### src/rtl/gpio_cond_pkg.sv
`default_nettype none
// ============================================================================
//  Module      : gpio_cond_pkg
//  Description : Shared defaults and event payload type for the GPIO input
//                conditioner.
//  Revision    : 1.0 - initial release
// ============================================================================
package gpio_cond_pkg;

    localparam int c_DEF_WIDTH           = 8;
    localparam int c_DEF_SYNC_STAGES     = 2;
    localparam int c_DEF_DEBOUNCE_CYCLES = 4;

    // Wide enough for the largest supported pin count (34).
    localparam int c_IDX_W = 6;

    typedef struct packed {
        logic [c_IDX_W-1:0] index;
        logic               rising;
    } gpio_evt_t;

endpackage
`default_nettype wire

### src/rtl/gpio_debounce_bit.sv
`default_nettype none
// ============================================================================
//  Module      : gpio_debounce_bit
//  Description : Single-pin synchronizer, debounce counter, level and edge
//                pulse generator.
//  Revision    : 1.0 - initial release
// ============================================================================
module gpio_debounce_bit
    import gpio_cond_pkg::*;
#(
    parameter int SYNC_STAGES     = c_DEF_SYNC_STAGES,
    parameter int DEBOUNCE_CYCLES = c_DEF_DEBOUNCE_CYCLES
) (
    input  logic clk,
    input  logic rst,
    input  logic i_en,
    input  logic i_pin,
    output logic o_level,
    output logic o_rise,
    output logic o_fall
);

    localparam int c_CNT_W = (DEBOUNCE_CYCLES > 1) ? $clog2(DEBOUNCE_CYCLES) : 1;
    localparam logic [c_CNT_W-1:0] c_CNT_LAST = c_CNT_W'(DEBOUNCE_CYCLES - 1);

    logic [SYNC_STAGES-1:0] r_sync;
    logic [c_CNT_W-1:0]     r_cnt;
    logic                   r_level;
    logic                   r_level_prev;
    logic                   w_synced;

    assign w_synced = r_sync[SYNC_STAGES-1];

    // level_prev also freezes while disabled so a pending pulse survives the window.
    always_ff @(posedge clk) begin
        if (rst) begin
            r_sync       <= '0;
            r_cnt        <= '0;
            r_level      <= 1'b0;
            r_level_prev <= 1'b0;
        end else if (i_en) begin
            r_sync       <= {r_sync[SYNC_STAGES-2:0], i_pin};
            r_level_prev <= r_level;
            if (w_synced == r_level) begin
                r_cnt <= '0;
            end else if (r_cnt == c_CNT_LAST) begin
                r_level <= ~r_level;
                r_cnt   <= '0;
            end else begin
                r_cnt <= r_cnt + 1'b1;
            end
        end
    end

    assign o_level = r_level;
    assign o_rise  = i_en &  r_level & ~r_level_prev;
    assign o_fall  = i_en & ~r_level &  r_level_prev;

endmodule
`default_nettype wire

### src/rtl/gpio_in_conditioner.sv
`default_nettype none
// ============================================================================
//  Module      : gpio_in_conditioner
//  Description : Debounces raw GPIO pins, emits edge pulses and queues edge
//                events per pin onto a valid/ready port with overrun flags.
//  Revision    : 1.0 - initial release
// ============================================================================
module gpio_in_conditioner
    import gpio_cond_pkg::*;
#(
    parameter int WIDTH           = c_DEF_WIDTH,
    parameter int SYNC_STAGES     = c_DEF_SYNC_STAGES,
    parameter int DEBOUNCE_CYCLES = c_DEF_DEBOUNCE_CYCLES,
    localparam int IW             = (WIDTH > 1) ? $clog2(WIDTH) : 1
) (
    input  logic             clk,
    input  logic             rst,
    input  logic             en,
    input  logic [WIDTH-1:0] pin_in,
    input  logic             clear_overrun,
    output logic [WIDTH-1:0] level_out,
    output logic [WIDTH-1:0] rise_pulse,
    output logic [WIDTH-1:0] fall_pulse,
    output logic             evt_valid,
    input  logic             evt_ready,
    output logic [IW-1:0]    evt_index,
    output logic             evt_rising,
    output logic [WIDTH-1:0] overrun
);

    logic [WIDTH-1:0] w_rise;
    logic [WIDTH-1:0] w_fall;

    for (genvar i = 0; i < WIDTH; i++) begin : g_pin
        gpio_debounce_bit #(
            .SYNC_STAGES     (SYNC_STAGES),
            .DEBOUNCE_CYCLES (DEBOUNCE_CYCLES)
        ) u_bit (
            .clk     (clk),
            .rst     (rst),
            .i_en    (en),
            .i_pin   (pin_in[i]),
            .o_level (level_out[i]),
            .o_rise  (w_rise[i]),
            .o_fall  (w_fall[i])
        );
    end

    logic [WIDTH-1:0] r_pend_rise;
    logic [WIDTH-1:0] r_pend_fall;
    logic [WIDTH-1:0] r_overrun;
    logic             r_valid;
    gpio_evt_t        r_slot;

    logic             w_load;
    logic             w_any;
    gpio_evt_t        w_pick;
    logic [WIDTH-1:0] w_take_rise;
    logic [WIDTH-1:0] w_take_fall;
    logic [WIDTH-1:0] w_keep_rise;
    logic [WIDTH-1:0] w_keep_fall;
    logic             w_unused_idx;

    assign w_load = en & (~r_valid | evt_ready);

    // Scan downwards so the lowest pending index wins; rise beats fall per pin.
    always_comb begin
        w_any       = 1'b0;
        w_pick      = '0;
        w_take_rise = '0;
        w_take_fall = '0;
        for (int i = WIDTH - 1; i >= 0; i--) begin
            if (r_pend_rise[i] | r_pend_fall[i]) begin
                w_any          = 1'b1;
                w_pick.index   = c_IDX_W'(i);
                w_pick.rising  = r_pend_rise[i];
                w_take_rise    = '0;
                w_take_fall    = '0;
                w_take_rise[i] = r_pend_rise[i];
                w_take_fall[i] = ~r_pend_rise[i];
            end
        end
        if (!w_load) begin
            w_take_rise = '0;
            w_take_fall = '0;
        end
    end

    assign w_keep_rise = r_pend_rise & ~w_take_rise;
    assign w_keep_fall = r_pend_fall & ~w_take_fall;

    always_ff @(posedge clk) begin
        if (rst) begin
            r_pend_rise <= '0;
            r_pend_fall <= '0;
            r_overrun   <= '0;
            r_valid     <= 1'b0;
            r_slot      <= '0;
        end else if (en) begin
            r_pend_rise <= w_keep_rise | w_rise;
            r_pend_fall <= w_keep_fall | w_fall;
            r_overrun   <= (clear_overrun ? '0 : r_overrun)
                         | (w_rise & w_keep_rise) | (w_fall & w_keep_fall);
            if (w_load) begin
                r_valid <= w_any;
                r_slot  <= w_pick;
            end
        end
    end

    assign w_unused_idx = ^r_slot.index;

    assign rise_pulse = w_rise;
    assign fall_pulse = w_fall;
    assign evt_valid  = en & r_valid;
    assign evt_index  = r_slot.index[IW-1:0];
    assign evt_rising = r_slot.rising;
    assign overrun    = r_overrun;

endmodule
`default_nettype wire

### config.mk
export PLATFORM = sky130hd
export DESIGN_NAME = gpio_in_conditioner
export DESIGN_NICKNAME = d
export VERILOG_FILES = /design/src/rtl/gpio_cond_pkg.sv /design/src/rtl/gpio_debounce_bit.sv /design/src/rtl/gpio_in_conditioner.sv
export SDC_FILE = /design/constraint.sdc
export NUM_CORES = 1
export LEC_CHECK = 0
export ABC_AREA = 1
export BUFFER_PORTS_ARGS = -buffer_cell sky130_fd_sc_hd__buf_4
export CORE_UTILIZATION = 45
export CTS_CLUSTER_DIAMETER = 30
export CTS_CLUSTER_SIZE = 40
export DETAILED_ROUTE_END_ITERATION = 16
export PLACE_DENSITY_LB_ADDON = 0.2
export SKIP_LAST_GASP = 1
export SYNTH_ARGS = -nofsm -noshare
export SYNTH_HDL_FRONTEND = slang
export SYNTH_SLANG_ARGS = --single-unit
### constraint.sdc
create_clock -name clk -period 1.6 [get_ports clk]
set_clock_uncertainty 0.2 [all_clocks]
set_input_delay 0.32 -clock clk [delete_from_list [all_inputs] [get_ports clk]]
set_output_delay 0.32 -clock clk [all_outputs]
set_load 0.01 [all_outputs]
Word level (Yosys, flattened, before mapping)
Index checks and enable logic that the tools add are counted.
- add/subtract/negate cells: 8
- equal/unequal tests: 16
- muxes and demuxes: 51
- bitwise logic cells: 86
- reductions and logical operators: 9
- operators by type and width (kind ; count):
    8-bit two-way mux ; 19
    1-bit AND ; 34
    1-bit NOT ; 33
    8-bit AND ; 4
    2-bit two-way mux ; 16
    4-bit two-way mux ; 8
    8-bit OR ; 4
    3-bit AND reduction ; 8
    2-bit by 1-bit adder with 2-bit output, second input constant ; 8
    2-bit equality test, second input constant ; 8
    8-bit NOT ; 2
    1-bit OR ; 9
    1-bit equality test ; 8
    1-bit two-way mux ; 8
    2-bit AND reduction ; 1
- flip-flop bits (word level): 77
- bits of input ports: 13
- output and inout port bits: 37
- word-level logic and storage cells: 208

Logic depth before layout (Yosys ltp)
Gate-level depths: netlist of run 1.
- depth in word-level cells: 15
- gate-level depth with buffers: 11
- mapped depth without buffers: 11

Hierarchy
Synthesis of run 1 repeated with hierarchy kept, for this count alone.
- cell total of the unflattened synthesis: 484
- area, all modules: 3585.9 sq um
- modules (own cells, without submodules) (module ; times used ; cells each ; area an instance (sq um) ; sequential area each (sq um)):
    gpio_debounce_bit ; 8 ; 34 ; 261.5 ; 120.1
    gpio_in_conditioner ; 1 ; 212 ; 1493.9 ; 580.6

Least setup slack after synthesis of run 1
No wires, ideal clock.
- path type: input -> output
- from: input port en
- to: output port fall_pulse[3]
- arrival: 1.018 ns
- data required time: 1.080 ns
- slack: 0.062 ns
- stages: 5
- path buffers: 3
- cell sequence: buf_4 > inv_2 > buf_6 > nor3_2 > buf_4
- word-level cells in the longest chain between the ends: 2
- ends and longest elaborated chain (item ; RTL line ; text):
    start: declaration ; gpio_in_conditioner.sv:18 ; input logic en,
    1-bit AND (2 in series) ; gpio_debounce_bit.sv:57 ; assign o_fall = i_en & ~r_level & r_level_prev;
    end: declaration ; gpio_in_conditioner.sv:23 ; output logic [WIDTH-1:0] fall_pulse,
Every way passes these cells.

Worst setup path in the final report of run 1
- from: register g_pin[0].u_bit.r_level_prev
- to: output port rise_pulse[0]
- word-level cells in the longest chain between the ends: 2
- ends and longest elaborated chain (item ; RTL line ; text):
    start: declaration ; gpio_debounce_bit.sv:29 ; logic r_level_prev;
    start signal: assignment ; gpio_debounce_bit.sv:43 ; r_level_prev <= r_level;
    1-bit NOT ; gpio_debounce_bit.sv:56 ; assign o_rise = i_en & r_level & ~r_level_prev;
    1-bit AND ; gpio_debounce_bit.sv:56 ;
    end: declaration ; gpio_in_conditioner.sv:22 ; output logic [WIDTH-1:0] rise_pulse,
Every way passes these cells.

==> out/metrics.yaml, run 1 <==
global_routing:
  grt_pass1_wl_mm: 14.8
  grt_pass1_vias: 3422
  grt_start_max_net_pins: 41
  antenna_found_initial: 0
  grtUsageTotal_pct: 21.5
  overflow: 0
synth:
  ys.warnings.count: 0
  synth_top_area_share_pct: 40.8
  synthFlopType: "dfxtp_1"
  ys_ff_latch: 77
  syn_area_um2: 3780
  yosysSeqAreaShare_pct: 40.8
  synthTopCellsByCount: "nand2_1, dfxtp_1, nor2_1"
  yosysMostFrequentCell: "nand2_1"
  ys_types: 34
  synthTopCellsByArea: "dfxtp_1, nand2_1, a21oi_1, nor2_1, o21ai_0"
  synth_area_per_cell_um2: 7.49
  post-synth-top-area-cell: "dfxtp_1"
  syn_nets: 526
  synthArstFlopShare_pct: 0
  synth_edf_count: 0
  synthCells: 505
power_and_ir_drop:
  p_leak_nw: 2.37
  p_clk_share_pct: 37.0
  fin_total_pwr_mw: 3.93
  combPwrFrac_pct: 12.1
  netSwitchingPower_mw: 1.04
  vdd_drop_max_mv: 0.399
  cellPowerDensity_nw_per_um2: 756
  swShare_pct: 26.3
  pwr-share-seq_pct: 50.9
  intPower_mw: 2.89
critical_path:
  worst_ep_required_time_ns: 1.08
  arrival_ns: 1.14
  crit_top_cell: "buf_6"
  path_cells: "buf_6, nor3_4, buf_6"
  critical_path.endpoint_type: "primary output"
  cp_max_fo: 2
  path_class: "register to primary output"
  critical-path-max-stage-delay_ns: 0.34
  r2r-end: "overrun[4]"
  rrSetupSlack_ns: 0.05
  crit_buf_inv: 2
  crit_slowest_cell: "dfxtp_2"
  r2r_cells: 10
  cp_top_family: "flip-flops"
  cp-start-kind: "register"
  worstReg2RegStart: "r_pend_rise[0]"
floorplanning:
  num_rows: 33
  die_h_um: 93.7
  dieArea_um2: 8780
  start_util_pct: 46.3
  ios: 50
  die_x_um: 93.7
  coreArea_um2: 8180
sta:
  finalCritPeriodShare_pct: 104
  setup_viol: 7
  drv_slew: 0
  timing.final.ws_setup_ns: -0.0632
  min_period_ns: 1.66
  clock.fmax_mhz: 601
  rsz0062_at_grt: "true"
  hold_viol_final: 0
  whs_ns: 0.140
  max-slew-margin-rel_pct: 79.6
  tightest_slew_ns: 0.306
clock_tree:
  clock_path_buffers: 2
  cts_tree: "done"
  clk_latency_ns: 0.35
  htreeDepth: 3
  clockRootBuffer: "clkbuf_8"
  clkSinkCount: 77
  path_clk_slew_ns: 0.08
  numCtsBuffers: 9
route:
  antenna_left: 0
  wl_mm: 9.01
  drc: 0
  dr.pass1.iters: 4
  wl_per_cell_um: 12.4
  vias: 3529
  routed_via_density: 4.86
  drt_iter0_markers: 107
min_path:
  hold_class: "input port to register"
  holdPathStages: 4
  hp-start: "en"
  whs_endpoint: "g_pin[7].u_bit.r_sync[0]"
cells_and_area:
  area_delta_synth_final_pct: 37.4
  antenna_cells: 0
  fin_nets: 637
  fin_util_pct: 63.6
  finish.instance_area_um2: 5200
  fin_cells: 726
  drive_gt1_share_pct: 38.6
run_status:
  violations: "setup timing"
  outcome: "complete, but fails checks"
placed_design:
  dp_cells: 660
  placed_cell_area_um2: 4360
  io_buffers: 49
  gp_congestion: 0.876
  dp_hpwl_mm: 5.89
flow_run:
  max_cap_violations: 0
stage by stage:
step           setup TNS [ns]  worst slack (ns)
2_1_floorplan               0            0.0622
3_3_place_gp          -0.0896           -0.0278
3_5_place_dp           -0.127           -0.0433
4_1_cts                -0.258           -0.0626
5_1_grt                -0.616           -0.0933
6_report               -0.121           -0.0632
sequential cells by signal, summed over array words and instances (netlist names):
register / cells
evt_index: 3
evt_rising: 1
g_pin.u_bit.o_level: 8
g_pin.u_bit.r_cnt: 16
g_pin.u_bit.r_level_prev: 8
g_pin.u_bit.r_sync: 16
overrun: 8
r_pend_fall: 8
r_pend_rise: 8
r_valid: 1
cells by family (layout without fill, tap and decap cells):
group,after synthesis,after routing,share of synthesized area (%)
XOR/XNOR,6,6,1.39
buffers and inverters,92,208,12.9
AO/OA/AOI/OAI,103,103,14.5
adder cells (fa/ha/maj),8,8,2.65
flip-flops,77,77,40.8
AND/OR/NAND/NOR,219,219,27.8
layout by cell type, fill, tap and decap left out, types with 6 or more instances in the layout:
| master | count |
|---|---|
| a21oi_1 | 56 |
| nand2_1 | 81 |
| nand3_1 | 13 |
| nor3_1 | 10 |
| dfxtp_1 | 59 |
| clkbuf_8 | 9 |
| nor2_4 | 13 |
| dfxtp_4 | 9 |
| nand2_2 | 15 |
| inv_1 | 30 |
| dlygate4sd3_1 | 8 |
| nor3_4 | 7 |
| inv_2 | 14 |
| dfxtp_2 | 9 |
| xor2_1 | 6 |
| ha_1 | 8 |
| buf_6 | 18 |
| buf_4 | 114 |
| o21ai_0 | 39 |
| nor2_1 | 63 |
worst min-delay path: cells and delay by family:
family,cells,cell delay [ns]
buffers and inverters,2,0.20
and+or+nand+nor,2,0.14
how the worst max path moves through the flow:
stage / startpoint / end / slack (ns) / depth (start not counted)
final: g_pin[0].u_bit.r_level_prev / rise_pulse[0] / -0.06 / 3
after global routing: g_pin[0].u_bit.r_level_prev / rise_pulse[0] / -0.09 / 3
after CTS: g_pin[2].u_bit.o_level / rise_pulse[2] / -0.06 / 3
after detailed placement: en / fall_pulse[3] / -0.04 / 5
after global placement: en / fall_pulse[3] / -0.03 / 5
after floorplan: en / fall_pulse[3] / 0.06 / 5
metal layers:
layer | global-route usage, % | vias up | part of all wire (%)
li1 | - | 1831 | -
met1 | 26.7 | 1624 | 47
met2 | 36.7 | 56 | 48
met3 | 3.88 | 18 | 3.2
met4 | 8.33 | 0 | 2.1
met5 | 0 | - | 0
timing repair:
action	CTS	global route
buffers inserted	29	14
pin swaps	11	26
resized for setup	53	44
setup endpoints to repair	17	25
endpoints found under the hold margin	8	0
hold buffers	8	0
power by group through the flow:
| stage | Sequential, mW | Clock [mW] | Combinational (mW) |
|---|---|---|---|
| after floorplan | 2.05 | 0 | 0.260 |
| after global placement | 2.06 | 0 | 0.408 |
| after detailed placement | 2.06 | 0 | 0.413 |
| after CTS | 2.00 | 1.49 | 0.445 |
| after global routing | 2.01 | 1.57 | 0.525 |
| final | 2.00 | 1.45 | 0.475 |
area by class of cell:
type | instances | area, µm²
clock inverters | 7 | 66.3
clock buffers | 9 | 124
multi-input cells | 336 | 1880
fillers | 736 | 2980
well taps | 105 | 131
repair buffers | 144 | 1220
inverters | 48 | 193
flip-flops and latches | 77 | 1590
No activity file was read; power rests on OpenSTA's default activity.
==> run 2: changes to the inputs <==
==> constraint.sdc (replaced) <==
create_clock -name clk -period 1.6 [get_ports clk]
set_clock_uncertainty 0.2 [all_clocks]
set_input_delay 0.48 -clock clk [delete_from_list [all_inputs] [get_ports clk]]
set_output_delay 0.48 -clock clk [all_outputs]
set_load 0.01 [all_outputs]
==> run 2 against run 1 <==
The flow still finishes with violations (setup timing). Sequential power about the same. Critical path type is now input port to primary output. Setup slack worse by 0.13 ns. Highest routed layer unchanged. Routed wire length up 2.9%. Total power rose by 8.6%. Non-clock buffer count decreased by 19. Utilization increased by 0.38 points. Via count decreased by 2.0%. Sequential share of layout area is 0.21 points lower. First-iteration DRC count down 10%. Sequential cell count unchanged. Largest cell class unchanged.
==> out/metrics.yaml, run 2 (synthesized netlist as in run 1, its figures left out) <==
floorplanning:
  die_h_um: 93.7  # unchanged
  die_x_um: 93.7  # unchanged
  start_util_pct: 46.3  # unchanged
  ios: 50  # unchanged
  coreArea_um2: 8180  # unchanged
  dieArea_um2: 8780  # unchanged
  num_rows: 33  # unchanged
global_routing:
  grt_start_max_net_pins: 41  # unchanged
  grt_pass1_vias: 3253  # -4.9%
  grtUsageTotal_pct: 21.7  # +0.22 points
  grt_pass1_wl_mm: 14.9  # +0.14%
  antenna_found_initial: 0  # unchanged
  overflow: 0  # unchanged
critical_path:
  critical_path.endpoint_type: "primary output"
  cp-start-kind: "input port"
  worst_ep_required_time_ns: 0.92  # -0.16 ns
  cp_max_fo: 8  # +6
  arrival_ns: 1.11  # -0.03 ns
  path_class: "input port to primary output"
route:
  dr_wl_met3_um: 217  # -25%
  antenna_left: 0  # unchanged
  dr.pass1.iters: 5  # +1
  drc: 0  # unchanged
  drt_iter0_markers: 96  # -10%
  wl_met1_mm: 4.16  # -1.3%
  wl_met2_mm: 4.70  # +9.0%
  wl_mm: 9.27  # +2.9%
  routed_via_density: 4.89  # +0.68%
  wl_per_cell_um: 13.1  # +5.6%
  top_layer: "met4"
  vias: 3460  # -2.0%
cells_and_area:
  area_delta_synth_final_pct: 38.2
  mostFrequentLayoutCells: "buf_4, nand2_1, nor2_1, dfxtp_1, a21oi_1"
  finish.instance_area_um2: 5230  # +0.60%
  layout_commonest_cell: "buf_4"
  fin_cells: 707  # -2.6%
  antenna_cells: 0  # unchanged
  fin_nets: 618  # -3.0%
  reg_top3: "g_pin.u_bit.r_cnt: 16 flops, g_pin.u_bit.r_sync: 16 flops"
  n_fill_cell: 682  # -7.3%
  fin_util_pct: 64.0  # +0.38 points
  drive_gt1_share_pct: 37.5  # -1.1 points
sta:
  finalCritPeriodShare_pct: 112  # +7.9 points
  tightest_slew_ns: 0.354  # +0.0471 ns
  timing.final.ws_setup_ns: -0.190  # -0.126 ns
  rsz0062_at_grt: "true"
  hold_viol_final: 0  # unchanged
  max-slew-margin-rel_pct: 76.4  # -3.2 points
  min_period_ns: 1.79  # +0.126 ns
  clock.fmax_mhz: 559  # -7.1%
  setup_viol: 26  # +19
  drv_slew: 0  # unchanged
flow_run:
  max_cap_violations: 0  # unchanged
clock_tree:
  htreeDepth: 3  # unchanged
  cts_hold_buf: 0  # -8
  cts_tree: "done"
  clock_path_buffers: 2  # unchanged
  clkSinkCount: 77  # unchanged
  clk_latency_ns: 0.35  # about the same
  clockRootBuffer: "clkbuf_8"
  path_clk_slew_ns: 0.08  # about the same
  numCtsBuffers: 9  # unchanged
placed_design:
  placed_cell_area_um2: 4420  # +1.3%
  io_buffers: 49  # unchanged
  gp_congestion: 0.838  # -4.4%
  dp_hpwl_mm: 6.12  # +3.9%
  preCtsSetupSlack_ns: -0.252  # -0.209 ns
  dp_cells: 659  # -0.15%
power_and_ir_drop:
  vdd_drop_max_mv: 0.504  # +26%
  p_leak_nw: 2.39  # +0.75%
  fin_total_pwr_mw: 4.27  # +8.6%
  cellPowerDensity_nw_per_um2: 816  # +8.0%
min_path:
  hold_class: "input port to register"
run_status:
  violations: "setup timing"
  outcome: "complete, but fails checks"
run 2: layout make-up:
cell class                      instances  area, µm²  share of cell area, %
Inverter                               48        200                   3.83
Clock inverter                          6        111                   2.13
Clock buffer                           10        128                   2.44
Tap cell                              105        131                   2.51
Sequential cell                        77       1590                   30.3
Timing Repair Buffer                  125       1130                   21.7
Multi-Input combinational cell        336       1940                   37.1
run 2: metal layers:
layer	GRT usage, %	up-vias
met5	0	-
met4	8.72	0
met3	3.07	12
met2	38.1	51
met1	26.6	1613
li1	-	1784
run 2: worst max-delay path: stages:
cell and delay (ns):
buf_12 0.11, inv_12 0.05, buf_12 0.13, nor3_4 0.20, buf_6 0.13
run 2: per-stage QoR:
| stage | TNS [ns] | hold slack, ns |
|---|---|---|
| 3_5_place_dp | -8.36 | 0.258 |
| 6_report | -2.52 | 0.153 |
| 2_1_floorplan | -1.17 | 0.239 |
| 5_1_grt | -3.97 | 0.153 |
| 4_1_cts | -2.87 | 0.142 |
| 3_3_place_gp | -7.12 | 0.250 |
run 2: report_power, final:
group	internal [mW]	switching (mW)	leakage, nW
Sequential	1.96	0.0429	0.638
Combinational	0.220	0.264	1.64
Clock	1.04	0.742	0.116
run 2: path summary, 6_finish.rpt:
kind                                    to  slack, ns  depth (start not counted)           start
setup / recovery             fall_pulse[3]      -0.19                          5              en
hold / removal    g_pin[0].u_bit.r_sync[0]       0.15                          3       pin_in[0]
setup reg to reg                overrun[7]      -0.05                          9         r_valid
hold reg to reg             r_pend_fall[4]       0.27                          2  r_pend_fall[4]
run 2: what timing repair did:
| action | in CTS | in global routing |
|---|---|---|
| pin swaps | 10 | 21 |
| gates resized for setup | 57 | 49 |
| setup buffers | 21 | 13 |
| endpoints found under the setup margin | 24 | 39 |
